$ cat src/rtl/motor_ctrl_pkg.sv
// Shared types and helpers for the motor speed sequencer.
// Holds the FSM state enum, level widths and level decode helpers.
package motor_ctrl_pkg;

  localparam int LEVEL_W   = 4;
  localparam int MAX_LEVEL = 8;
  localparam int PSW_W     = 3;
  localparam int CNT_W     = 8;

  typedef enum logic [2:0] {
    S_IDLE,
    S_RAMP_UP,
    S_RAMP_DOWN,
    S_HOLD,
    S_ESTOP,
    S_COOLDOWN
  } motor_seq_state_t;

  // Level 0 is "off"; levels 1..8 map onto driver selects 0..7.
  function automatic logic [PSW_W-1:0] level_to_psw(
    input logic [LEVEL_W-1:0] level
  );
    if (level == '0)
      return '0;
    return PSW_W'(level - LEVEL_W'(1));
  endfunction

  // Requests above the top level clamp to the top level.
  function automatic logic [LEVEL_W-1:0] sat_level(
    input logic [LEVEL_W-1:0] speed
  );
    if (speed > LEVEL_W'(MAX_LEVEL))
      return LEVEL_W'(MAX_LEVEL);
    return speed;
  endfunction

endpackage

$ cat src/rtl/period_tick_counter.sv
// Counts PWM period ticks and flags the tick that completes a terminal count.
// Ports: clk, rst (sync, high), clear, tick in; done out (combinational).
module period_tick_counter
  import motor_ctrl_pkg::*;
#(
  parameter int unsigned TERM = 4
) (
  input  logic clk,
  input  logic rst,
  input  logic clear,
  input  logic tick,
  output logic done
);

  localparam logic [CNT_W-1:0] LAST = CNT_W'(TERM - 1);

  logic [CNT_W-1:0] count;

  assign done = tick && (count == LAST);

  always_ff @(posedge clk) begin
    if (rst || clear)
      count <= '0;
    else if (done)
      count <= '0;
    else if (tick)
      count <= count + CNT_W'(1);
  end

endmodule

$ cat src/rtl/motor_speed_sequencer.sv
// Soft-start/soft-stop ramp controller for the PWM motor driver.
// Ports: clk, rst, period_tick, req_valid/req_speed/req_ready, estop in;
// psw, motor_en, at_target, busy out (registered), req_ready from state.
module motor_speed_sequencer
  import motor_ctrl_pkg::*;
#(
  parameter int unsigned STEP_PERIODS = 4,
  parameter int unsigned ESTOP_HOLD   = 16
) (
  input  logic               clk,
  input  logic               rst,
  input  logic               period_tick,
  input  logic               req_valid,
  input  logic [LEVEL_W-1:0] req_speed,
  output logic               req_ready,
  input  logic               estop,
  output logic [PSW_W-1:0]   psw,
  output logic               motor_en,
  output logic               at_target,
  output logic               busy
);

  motor_seq_state_t state;
  motor_seq_state_t state_n;

  logic [LEVEL_W-1:0] level;
  logic [LEVEL_W-1:0] level_n;
  logic [LEVEL_W-1:0] target;
  logic [LEVEL_W-1:0] target_n;

  logic accept;
  logic ramping;
  logic going_up;
  logic step_done;
  logic hold_tick;
  logic hold_clear;
  logic hold_done;

  assign req_ready = (state != S_ESTOP) &&
                     (state != S_COOLDOWN);

  // Estop wins over a request presented in the same cycle.
  assign accept = req_valid && req_ready && !estop;

  // Step pacing only runs while a ramp still has distance to cover;
  // a retarget keeps the partial count.
  assign ramping = ((state == S_RAMP_UP) ||
                    (state == S_RAMP_DOWN)) &&
                   (level != target) && !estop;

  assign going_up = (target > level);

  assign hold_tick  = period_tick && !estop &&
                      (state == S_COOLDOWN);
  assign hold_clear = estop || (state != S_COOLDOWN);

  period_tick_counter #(
    .TERM (STEP_PERIODS)
  ) u_step_cnt (
    .clk   (clk),
    .rst   (rst),
    .clear (!ramping),
    .tick  (period_tick && ramping),
    .done  (step_done)
  );

  period_tick_counter #(
    .TERM (ESTOP_HOLD)
  ) u_hold_cnt (
    .clk   (clk),
    .rst   (rst),
    .clear (hold_clear),
    .tick  (hold_tick),
    .done  (hold_done)
  );

  always_comb begin
    state_n  = state;
    level_n  = level;
    target_n = target;
    if (estop) begin
      state_n  = S_ESTOP;
      level_n  = '0;
      target_n = '0;
    end else begin
      if (accept)
        target_n = sat_level(req_speed);
      unique case (state)
        S_IDLE, S_HOLD: begin
          if (target > level)
            state_n = S_RAMP_UP;
          else if (target < level)
            state_n = S_RAMP_DOWN;
          else if (level == '0)
            state_n = S_IDLE;
        end
        S_RAMP_UP, S_RAMP_DOWN: begin
          if (level == target) begin
            state_n = S_HOLD;
          end else begin
            // Direction follows the registered target, so a
            // step on the accept cycle still heads for the old one.
            state_n = going_up ? S_RAMP_UP : S_RAMP_DOWN;
            if (step_done) begin
              if (going_up) begin
                if (level != LEVEL_W'(MAX_LEVEL))
                  level_n = level + LEVEL_W'(1);
              end else begin
                if (level != '0)
                  level_n = level - LEVEL_W'(1);
              end
            end
          end
        end
        S_ESTOP: begin
          state_n = S_COOLDOWN;
        end
        S_COOLDOWN: begin
          if (hold_done)
            state_n = S_IDLE;
        end
        default: begin
          state_n = S_IDLE;
        end
      endcase
    end
  end

  always_ff @(posedge clk) begin
    if (rst) begin
      state     <= S_IDLE;
      level     <= '0;
      target    <= '0;
      psw       <= '0;
      motor_en  <= 1'b0;
      at_target <= 1'b1;
      busy      <= 1'b0;
    end else begin
      state     <= state_n;
      level     <= level_n;
      target    <= target_n;
      psw       <= level_to_psw(level_n);
      motor_en  <= (level_n != '0);
      at_target <= (level_n == target_n) &&
                   (state_n != S_ESTOP) &&
                   (state_n != S_COOLDOWN);
      busy      <= (state_n == S_RAMP_UP) ||
                   (state_n == S_RAMP_DOWN);
    end
  end

endmodule
$ cat config.mk
export PLATFORM = sky130hd
export DESIGN_NAME = motor_speed_sequencer
export DESIGN_NICKNAME = d
export VERILOG_FILES = /design/src/rtl/motor_ctrl_pkg.sv /design/src/rtl/period_tick_counter.sv /design/src/rtl/motor_speed_sequencer.sv
export SDC_FILE = /design/constraint.sdc
export NUM_CORES = 1
export LEC_CHECK = 0
export ABC_AREA = 1
export CORE_ASPECT_RATIO = 1.25
export CORE_MARGIN = 4
export CORE_UTILIZATION = 35
export CTS_BUF_LIST = sky130_fd_sc_hd__clkbuf_4 sky130_fd_sc_hd__clkbuf_8
export CTS_CLUSTER_DIAMETER = 40
export CTS_CLUSTER_SIZE = 40
export DETAILED_ROUTE_END_ITERATION = 8
export PLACE_DENSITY = 0.65
export REMOVE_ABC_BUFFERS = 1
export SLEW_MARGIN = 40
export SYNTH_ARGS = -nofsm -noshare
export SYNTH_HDL_FRONTEND = slang
export SYNTH_SLANG_ARGS = --single-unit
$ cat constraint.sdc
create_clock -name clk -period 2.1 [get_ports clk]
set_input_delay 0.42 -clock clk [delete_from_list [all_inputs] [get_ports clk]]
set_output_delay 0.42 -clock clk [all_outputs]
set_load 0.01 [all_outputs]
# Word-level counts from Yosys, hierarchy flattened

Index checks and enable logic that the tools add are counted.

Input bits: 9
Output and inout bits: 7
Register bits after elaboration: 33
Word-level logic and storage cells: 88

Reductions and logical operators: 28
Muxes and demuxes: 26
Add/sub/neg operators: 5
Eq/ne operators: 17
Order comparisons: 3

Operators with widths:

| cell                                                                   | count |
|---|---|
| 4-bit two-way mux                                                      | 11 |
| 3-bit two-way mux                                                      | 7 |
| 8-bit by 1-bit adder with 8-bit output (second input constant)         | 2 |
| 1-bit logical AND                                                      | 12 |
| 3-bit != test (second input constant)                                  | 4 |
| 3-bit case mux with 4 select lines                                     | 1 |
| 3-bit by 2-bit equality test with 1-bit output (second input constant) | 3 |
| 4-bit equality test                                                    | 2 |
| 8-bit by 2-bit equality test with 1-bit output (second input constant) | 1 |
| 8-bit by 4-bit equality test with 1-bit output (second input constant) | 1 |
| 4-bit logical NOT                                                      | 2 |
| 4-bit nonzero test                                                     | 2 |
| 2-bit OR reduction                                                     | 4 |
| 3-bit by 1-bit equality test with 1-bit output (second input constant) | 2 |
| 3-bit equality test (second input constant)                            | 2 |
| 1-bit logical OR                                                       | 5 |
| 1-bit two-way mux                                                      | 5 |
| 4-bit by 1-bit adder with 4-bit output (second input constant)         | 1 |
| 4-bit > comparator                                                     | 1 |
| 4-bit > comparator (second input constant)                             | 1 |
| 4-bit less-than comparator                                             | 1 |
| 2-bit two-way mux                                                      | 2 |
| 4-bit != test                                                          | 1 |
| 4-bit != test (second input constant)                                  | 1 |
| 4 further kinds                                                        | 5 |

# Longest topological paths before layout

Gate-level depths: netlist (run 1).

Word-level depth: 14
Gate-level depth with buffers: 17
Depth with buffers taken out: 17

# By module

A second synthesis (run 1) with hierarchy kept.

Cells, all modules: 297
Area, all modules: 2030.7 sq um

Modules (own cells, without submodules):

| module                           | area each (sq um) | sequential area each (sq um) | cells an instance | times used |
|---|---|---|---|---|
| motor_speed_sequencer            | 1151.1            | 340.3                        | 169               | 1 |
| period_tick_counter (u_step_cnt) | 467.9             | 160.2                        | 71                | 1 |
| period_tick_counter (u_hold_cnt) | 411.6             | 160.2                        | 57                | 1 |

# Least setup slack after synthesis (run 1)

Ideal clock, no wire load.

Path type: register -> register
From: register level[2]
To: register psw[2]
Data arrival time: 2.018 ns
Slack: -0.039 ns
Required time: 1.978 ns
Stages on the path, launching flop included: 16
Setup time: 0.122 ns
Period minus slack after synthesis: 2.139 ns
Path buffers: 0
Cell sequence: dfxtp_1 > inv_1 > ha_1 > nand2_1 > inv_1 > nand2_1 > nand2_1 > nand2_1 > o21ai_0 > nand2_1 > nand2_1 > nand3_1 > ha_1 > nand2_1 > a21oi_2 > a21oi_1

Longest elaborated chain between the ends: 13
Elaborated cells on any way between the ends: 23
Classes of those cells: 3 x add/sub; 1 x order compare; 3 x eq/ne; 10 x mux; 6 x reduce/logical

Ends and longest elaborated chain:

| element                                                                                             | RTL line                     | source |
|---|---|---|
| from (decl)                                                                                         | motor_speed_sequencer.sv:26  | `logic [LEVEL_W-1:0] level;` |
| from (signal assigned)                                                                              | motor_speed_sequencer.sv:140 | `level <= level_n;` |
| parallel branches: the longest is 7 deep, another holds 4-bit by 1-bit subtractor with 4-bit output | n/a                          |  |
| 4-bit two-way mux (*)                                                                               | motor_speed_sequencer.sv:88  | `unique case (state)` |
| 4-bit two-way mux (*)                                                                               | motor_speed_sequencer.sv:81  | `if (estop) begin` |
| 4-bit logical NOT                                                                                   | motor_ctrl_pkg.sv:23         | `if (level == '0)` |
| 1-bit two-way mux                                                                                   | motor_ctrl_pkg.sv:23         |  |
| 1-bit two-way mux                                                                                   | motor_speed_sequencer.sv:130 | `if (rst) begin` |
| 3-bit two-way mux (*)                                                                               | motor_ctrl_pkg.sv:25         | `return PSW_W'(level - LEVEL_W'(1));` |
| to (signal assigned)                                                                                | motor_speed_sequencer.sv:142 | `psw <= level_to_psw(level_n);` |
| to (decl)                                                                                           | motor_speed_sequencer.sv:17  | `output logic [PSW_W-1:0] psw,` |

Mark *: on every way between the ends. The select of a mux whose other input is x is not followed.
A chain may end at the register's enable or synchronous reset.

# Worst setup path in the final report (run 1)

From: register level[3]
To: register psw[2]

The elaborated chain is that of the path after synthesis.

==> flow_metrics.py, run 1 <==
metrics = {
    "setup_path": {
        "ff2ff_setup_slack_ps": 70,
        "timing_worst_setup_path_type": "flop to flop",
        "critical_path_peak_fanout": 5,
        "crit_path_end_kind": "flop",
        "req_time_crit_path_ps": 2320,
        "start_kind": "flop",
        "crit_arrival_ps": 2250,
    },
    "routing": {
        "drc": 0,
        "finalWirelength_um": 4669,
        "dr_total_vias": 1912,
        "initialDrtViolationCount": 88,
        "number_of_iterations_in_the_first_detailed_routing_pass": 4,
        "drt-wirelength-per-cell_um": 11.82,
        "ant_nets": 0,
        "via_per_inst": 4.841,
    },
    "cells_and_area": {
        "finalNonFillerCells": 395,
        "insertedDiodeCount": 0,
        "util_after_layout": 0.5138,
        "area_delta_synth_final_pct": 40.35,
        "num-nets-final": 350,
        "drive_above_1_share": 0.2673,
    },
    "timing": {
        "setup_viol": 0,
        "timing.final.hold_violations": 0,
        "setup-tns-final_ps": 0,
        "drv_slew": 0,
        "timing_worst_slew_pin_value_ps": 268.1,
        "layout_min_cycle_time_ps": 2030,
        "fmax_mhz": 492.7,
        "worst_hold_slack_after_final_layout_ps": 484.1,
        "slew_headroom": 0.8194,
        "finalClockSkew_ps": 7.273,
        "fin_crit_sh": 0.9666,
    },
    "grt": {
        "antenna_found_initial": 0,
        "global_route.overflow_total": 0,
        "grt_use_total": 0.1509,
        "grt_start_max_net_pins": 11,
        "first_pass_grt_wire_length_um": 7872,
        "via_count_of_the_first_global_routing_pass": 1871,
    },
    "floorplan": {
        "floorplan.die.height_um": 89.79,
        "floorplan.die.width_um": 73.43,
        "io-pin-count": 16,
        "std_cell_rows": 29,
        "core_area_um2": 5116,
        "fp.dieArea_um2": 6593,
        "initial_core_util": 0.3661,
    },
    "cts": {
        "clkSlewWorstSetupHoldPaths_ps": 70,
        "clock_tree_buf_depth": 2,
        "insertion_delay_ps": 290,
        "cts_max_level": 2,
        "cts_num_sinks": 33,
        "tritoncts": "built",
        "hold_buffers": 0,
        "clock_tree.root_cell": "clkbuf_8",
        "cts-buffers-inserted": 5,
    },
    "synthesis": {
        "synth-warning-count": 0,
        "ys_seq_area_frac": 0.3527,
        "post_synth.cell_area_avg_um2": 6.836,
        "post_synth_instance_area_um2": 1873,
        "post_synth_inst_count": 274,
        "synth_cell_type_count": 27,
        "synth.ff_latch_count": 33,
    },
    "power_and_ir_drop": {
        "internal_w": 0.001102,
        "switching_share": 0.2233,
        "pwr_density_cell_nw_per_um2": 539.7,
        "netSwitchingPower_w": 0.0003168,
        "p_comb_frac": 0.105,
        "irDropWorstVdd_mv": 0.4587,
        "share_seq_of_total_power": 0.451,
        "share_clk_of_total_power": 0.444,
        "p_leak_nw": 1.146,
    },
    "min_path": {
        "holdCritPathClass": "flop to flop",
    },
    "outcome": {
        "status": "finished, final reports clean",
    },
    "placement": {
        "dpl.cell_count": 385,
        "routabilityCongestion": 0.9323,
        "hpwlAfterDp_um": 3524,
        "port-buffer-count": 15,
    },
    "flow_run": {
        "timing.max_cap.violations": 0,
    },
}
==> state kept, by name (all words and copies together) (netlist names) <==
register and flops:
u_step_cnt.count 8, level 4, target 4, u_hold_cnt.count 8, psw 3, state 3
busy 1, motor_en 1, at_target 1
==> cells in the mapped netlist <==
library cell / n / area (µm²)
clkbuf_1: 1 / 3.750
nand2_1: 61 / 229.0
or2_0: 2 / 12.51
or2_2: 1 / 6.260
inv_2: 2 / 7.510
a21oi_2: 2 / 17.52
nor3_1: 8 / 40.04
xor2_1: 4 / 35.03
nand2_4: 1 / 11.26
o21ai_0: 12 / 60.06
nand3_2: 3 / 30.03
nor2_4: 5 / 56.30
dfxtp_1: 33 / 660.6
ha_1: 9 / 112.6
xnor2_1: 1 / 8.760
nand4_1: 4 / 25.02
a21oi_1: 12 / 60.06
a31oi_1: 1 / 6.260
a211oi_1: 2 / 15.01
inv_1: 42 / 157.7
a21boi_0: 1 / 7.510
or2_4: 1 / 8.760
buf_6: 1 / 11.26
nor2_1: 34 / 127.6
o22ai_1: 2 / 12.51
o21a_1: 2 / 15.01
nand3_1: 27 / 135.1
==> timing repair <==
item | CTS | global route
cloned | 0 | 0
resized for setup | 5 | 30
pin swaps | 3 | 9
setup endpoints to repair | 5 | 9
setup buffers | 0 | 2
==> placed cells by master (no fill, tap or decap), drive strengths merged <==
| cell type | synthesis | routed |
|---|---|---|
| dfxtp | 33 | 33 |
| inv | 44 | 44 |
| a21boi | 1 | 1 |
| buf | 1 | 38 |
| a211oi | 2 | 2 |
| nand2 | 62 | 62 |
| clkbuf | 1 | 7 |
| or2 | 4 | 4 |
| nor3 | 8 | 8 |
| a21oi | 14 | 14 |
| xnor2 | 1 | 1 |
| nor2 | 39 | 39 |
| xor2 | 4 | 4 |
| nand4 | 4 | 4 |
| o21ai | 12 | 12 |
| nand3 | 30 | 30 |
| ha | 9 | 9 |
| bufinv | 0 | 1 |
| o21a | 2 | 2 |
| o22ai | 2 | 2 |
| clkdlybuf4s50 | 0 | 15 |
| a31oi | 1 | 1 |
==> worst max-delay path: stages, from the launching register on <==
cell and delay [ps]:
dfxtp_2 330, inv_1 80, ha_4 280, nand2_2 70, inv_1 70, nand2_2 60, nand2_4 90, nand2_4 70
o21ai_1 90, nand2_1 100, nand2_2 90, nand3_2 100, ha_4 180, or2_0 210, a21oi_1 140
==> stage by stage <==
stage,area [µm²],setup slack (ps),total power (W)
after detailed placement,2356,-174.9,0.0007866
after global placement,2356,-125.0,0.0007865
after global routing,2629,-19.88,0.001476
after CTS,2497,8.758,0.001422
final,2629,70.19,0.001419
after floorplan,1858,-39.41,0.0007191
==> routing by layer <==
layer,up-vias,wire length (µm),GRT usage
li1,993,-,-
met1,856,1858,0.1605
met2,43,2369,0.2470
met3,20,197,0.03683
met4,0,243,0.1163
met5,-,0,0
==> final cells by class <==
| cell class | count | area [µm²] |
|---|---|---|
| Clock buffer | 7 | 90.09 |
| Clock inverter | 1 | 30.03 |
| Fill cell | 489 | 2487 |
| Inverter | 44 | 167.7 |
| Multi-Input combinational cell | 195 | 1165 |
| Sequential cell | 33 | 663.1 |
| Tap cell | 62 | 77.57 |
| Timing Repair Buffer | 53 | 435.4 |
==> kinds of logic (layout without fill, tap and decap cells) <==
| kind of cell | Yosys count | after routing | synth area share |
|---|---|---|---|
| AND/OR/NAND/NOR | 147 | 147 | 0.3641 |
| buffers and inverters | 46 | 105 | 0.09619 |
| adder cells (fa/ha/maj) | 9 | 9 | 0.06012 |
| flip-flops | 33 | 33 | 0.3527 |
| AO/OA/AOI/OAI | 34 | 34 | 0.1035 |
| XOR/XNOR | 5 | 5 | 0.02338 |
==> power by group through the flow <==
| stage | logic [W] | clock network (W) | registers, W |
|---|---|---|---|
| 2_1_floorplan | 0.0000659 | 0 | 0.000653 |
| 3_3_place_gp | 0.000133 | 0 | 0.000653 |
| 3_5_place_dp | 0.000133 | 0 | 0.000653 |
| 4_1_cts | 0.000138 | 0.000645 | 0.000640 |
| 5_1_grt | 0.000166 | 0.000669 | 0.000640 |
| 6_report | 0.000149 | 0.000630 | 0.000640 |
==> worst paths after layout <==
check | cells past startpoint | startpoint | endpoint
setup / recovery | 14 | level[3]$_SDFF_PP0_ | psw[2]$_SDFF_PP0_
hold reg to reg | 2 | u_step_cnt.count[4]$_SDFFE_PP0P_ | u_step_cnt.count[4]$_SDFFE_PP0P_
hold / removal | 2 | u_step_cnt.count[4]$_SDFFE_PP0P_ | u_step_cnt.count[4]$_SDFFE_PP0P_
setup reg to reg | 14 | level[3]$_SDFF_PP0_ | psw[2]$_SDFF_PP0_
(Power assumes the default switching activity.)
==> run 2: changes to the inputs <==
Settings changed: CAP_MARGIN from default to 10, CORE_MARGIN 4 to 2.
==> flow_metrics.py, run 2 (same netlist as run 1, synthesis figures left out) <==
metrics = {
    "placement": {
        "dpl.cell_count": 383,
        "hpwlAfterDp_um": 3525,
        "routabilityCongestion": 0.8863,
        "port-buffer-count": 15,
    },
    "timing": {
        "worst_hold_slack_after_final_layout_ps": 481.7,
        "finalClockSkew_ps": 1.619,
        "timing.final.hold_violations": 0,
        "fin_crit_sh": 0.9464,
        "setup_viol": 0,
        "slew_headroom": 0.8193,
        "timing_worst_slew_pin_value_ps": 270.6,
        "fmax_mhz": 503.2,
        "layout_min_cycle_time_ps": 1987,
        "drv_slew": 0,
    },
    "floorplan": {
        "floorplan.die.height_um": 85.79,
        "core_area_um2": 5116,
        "std_cell_rows": 29,
        "initial_core_util": 0.3661,
        "floorplan.die.width_um": 69.43,
        "fp.dieArea_um2": 5956,
        "io-pin-count": 16,
    },
    "cts": {
        "clock_tree.root_cell": "clkbuf_8",
        "insertion_delay_ps": 270,
        "clock_tree_buf_depth": 2,
        "cts_max_level": 2,
        "cts_num_sinks": 33,
        "clkSlewWorstSetupHoldPaths_ps": 70,
        "tritoncts": "built",
        "cts-buffers-inserted": 5,
        "hold_buffers": 0,
    },
    "flow_run": {
        "timing.max_cap.violations": 0,
    },
    "setup_path": {
        "crit_arrival_ps": 2200,
        "req_time_crit_path_ps": 2310,
        "timing_worst_setup_path_type": "flop to flop",
        "worst-r2r-cell-count": 13,
        "r2r_start": "level[1]$_SDFF_PP0_",
        "critical_path_peak_fanout": 4,
        "crit_path_end_kind": "flop",
        "rr_endpoint": "psw[2]$_SDFF_PP0_",
        "ff2ff_setup_slack_ps": 110,
        "start_kind": "flop",
    },
    "cells_and_area": {
        "drive_above_1_share": 0.2560,
        "largest_registers": "u_hold_cnt.count: 8 flops, u_step_cnt.count: 8 flops",
        "area_delta_synth_final_pct": 37.01,
        "insertedDiodeCount": 0,
        "finalNonFillerCells": 394,
        "num-nets-final": 349,
        "final_common_cell": "nand2_1",
        "layout_common_cells": "nand2_1, inv_1, buf_4",
    },
    "min_path": {
        "holdCritStartpoint": "u_step_cnt.count[7]$_SDFFE_PP0P_",
        "holdCritPathClass": "flop to flop",
        "whs_endpoint": "u_step_cnt.count[7]$_SDFFE_PP0P_",
        "hold-path-cell-count": 2,
    },
    "routing": {
        "ant_nets": 0,
        "via_per_inst": 4.830,
        "dr_total_vias": 1903,
        "initialDrtViolationCount": 122,
        "drc": 0,
        "number_of_iterations_in_the_first_detailed_routing_pass": 4,
        "finalWirelength_um": 4655,
        "drt-wirelength-per-cell_um": 11.81,
    },
    "power_and_ir_drop": {
        "pwr_density_cell_nw_per_um2": 487.8,
        "irDropWorstVdd_mv": 0.3701,
        "p_leak_nw": 1.133,
    },
    "grt": {
        "first_pass_grt_wire_length_um": 7665,
        "grt_use_total": 0.1614,
        "via_count_of_the_first_global_routing_pass": 1766,
        "grt_start_max_net_pins": 11,
        "global_route.overflow_total": 0,
        "antenna_found_initial": 0,
    },
    "outcome": {
        "status": "finished, final reports clean",
    },
}
## run 2: final cells by class
class / instances / area [µm²]
fillers: 487 / 2550
multi-input cells: 195 / 1144
flip-flops and latches: 33 / 663.1
repair buffers: 52 / 430.4
inverters: 44 / 165.2
well taps: 62 / 77.57
clock buffers: 6 / 76.32
clock inverters: 2 / 10.01
## run 2: worst max path at each step
stage                              startpoint                    to  slack, ps  cells after the start
after detailed placement                estop     psw[1]$_SDFF_PP0_       -240                     12
after global routing      level[1]$_SDFF_PP0_     psw[2]$_SDFF_PP0_        -30                     13
after global placement                  estop  at_target$_SDFF_PP1_       -160                     13
final                     level[1]$_SDFF_PP0_     psw[2]$_SDFF_PP0_        110                     13
after CTS                 level[1]$_SDFF_PP0_     psw[1]$_SDFF_PP0_          3                     14
after floorplan           level[2]$_SDFF_PP0_     psw[2]$_SDFF_PP0_        -40                     15
## run 2: through the flow
step / setup slack, ps / instance area, µm² / setup TNS (ps) / total power [W] / util
after global placement: -158.1 / 2341 / -996.4 / 0.0007871 / 0.4576
final: 112.6 / 2566 / 0 / 0.001252 / 0.5016
after global routing: -31.37 / 2566 / -76.21 / 0.001319 / 0.5016
after floorplan: -39.41 / 1858 / -142.2 / 0.0007191 / -
after CTS: 3.089 / 2460 / 0 / 0.001261 / 0.4808
after detailed placement: -237.0 / 2341 / -1776 / 0.0007876 / 0.4576
## run 2: timing repair
item / 4_1_cts / 5_1_grt
resized for setup: 9 / 23
endpoints found under the setup margin: 5 / 11
setup buffers: 1 / 2
pin swaps: 4 / 10
## run 2: where the power goes
group,switching [W],total [W],internal [W]
Clock,0.000222,0.000464,0.000242
Sequential,0.00000661,0.000640,0.000633
Combinational,0.0000805,0.000147,0.0000668
## run 2: critical path: stages (launching register included)
cell,delay (ps)
dfxtp_1,310
inv_1,110
buf_4,150
ha_2,200
nand3_2,120
inv_2,100
nor2_1,50
o21ai_2,100
nand2_1,100
nand2_2,110
nand3_4,80
ha_4,160
or2_0,210
a21oi_1,110
## run 2: routing by layer
| metal | vias to the layer above | share of wire | global-route usage |
|---|---|---|---|
| li1 | 992 | - | - |
| met2 | 28 | 0.54 | 0.2972 |
| met5 | - | 0 | 0 |
| met1 | 873 | 0.41 | 0.1800 |
| met3 | 10 | 0.026 | 0.03878 |
| met4 | 0 | 0.025 | 0.05882 |
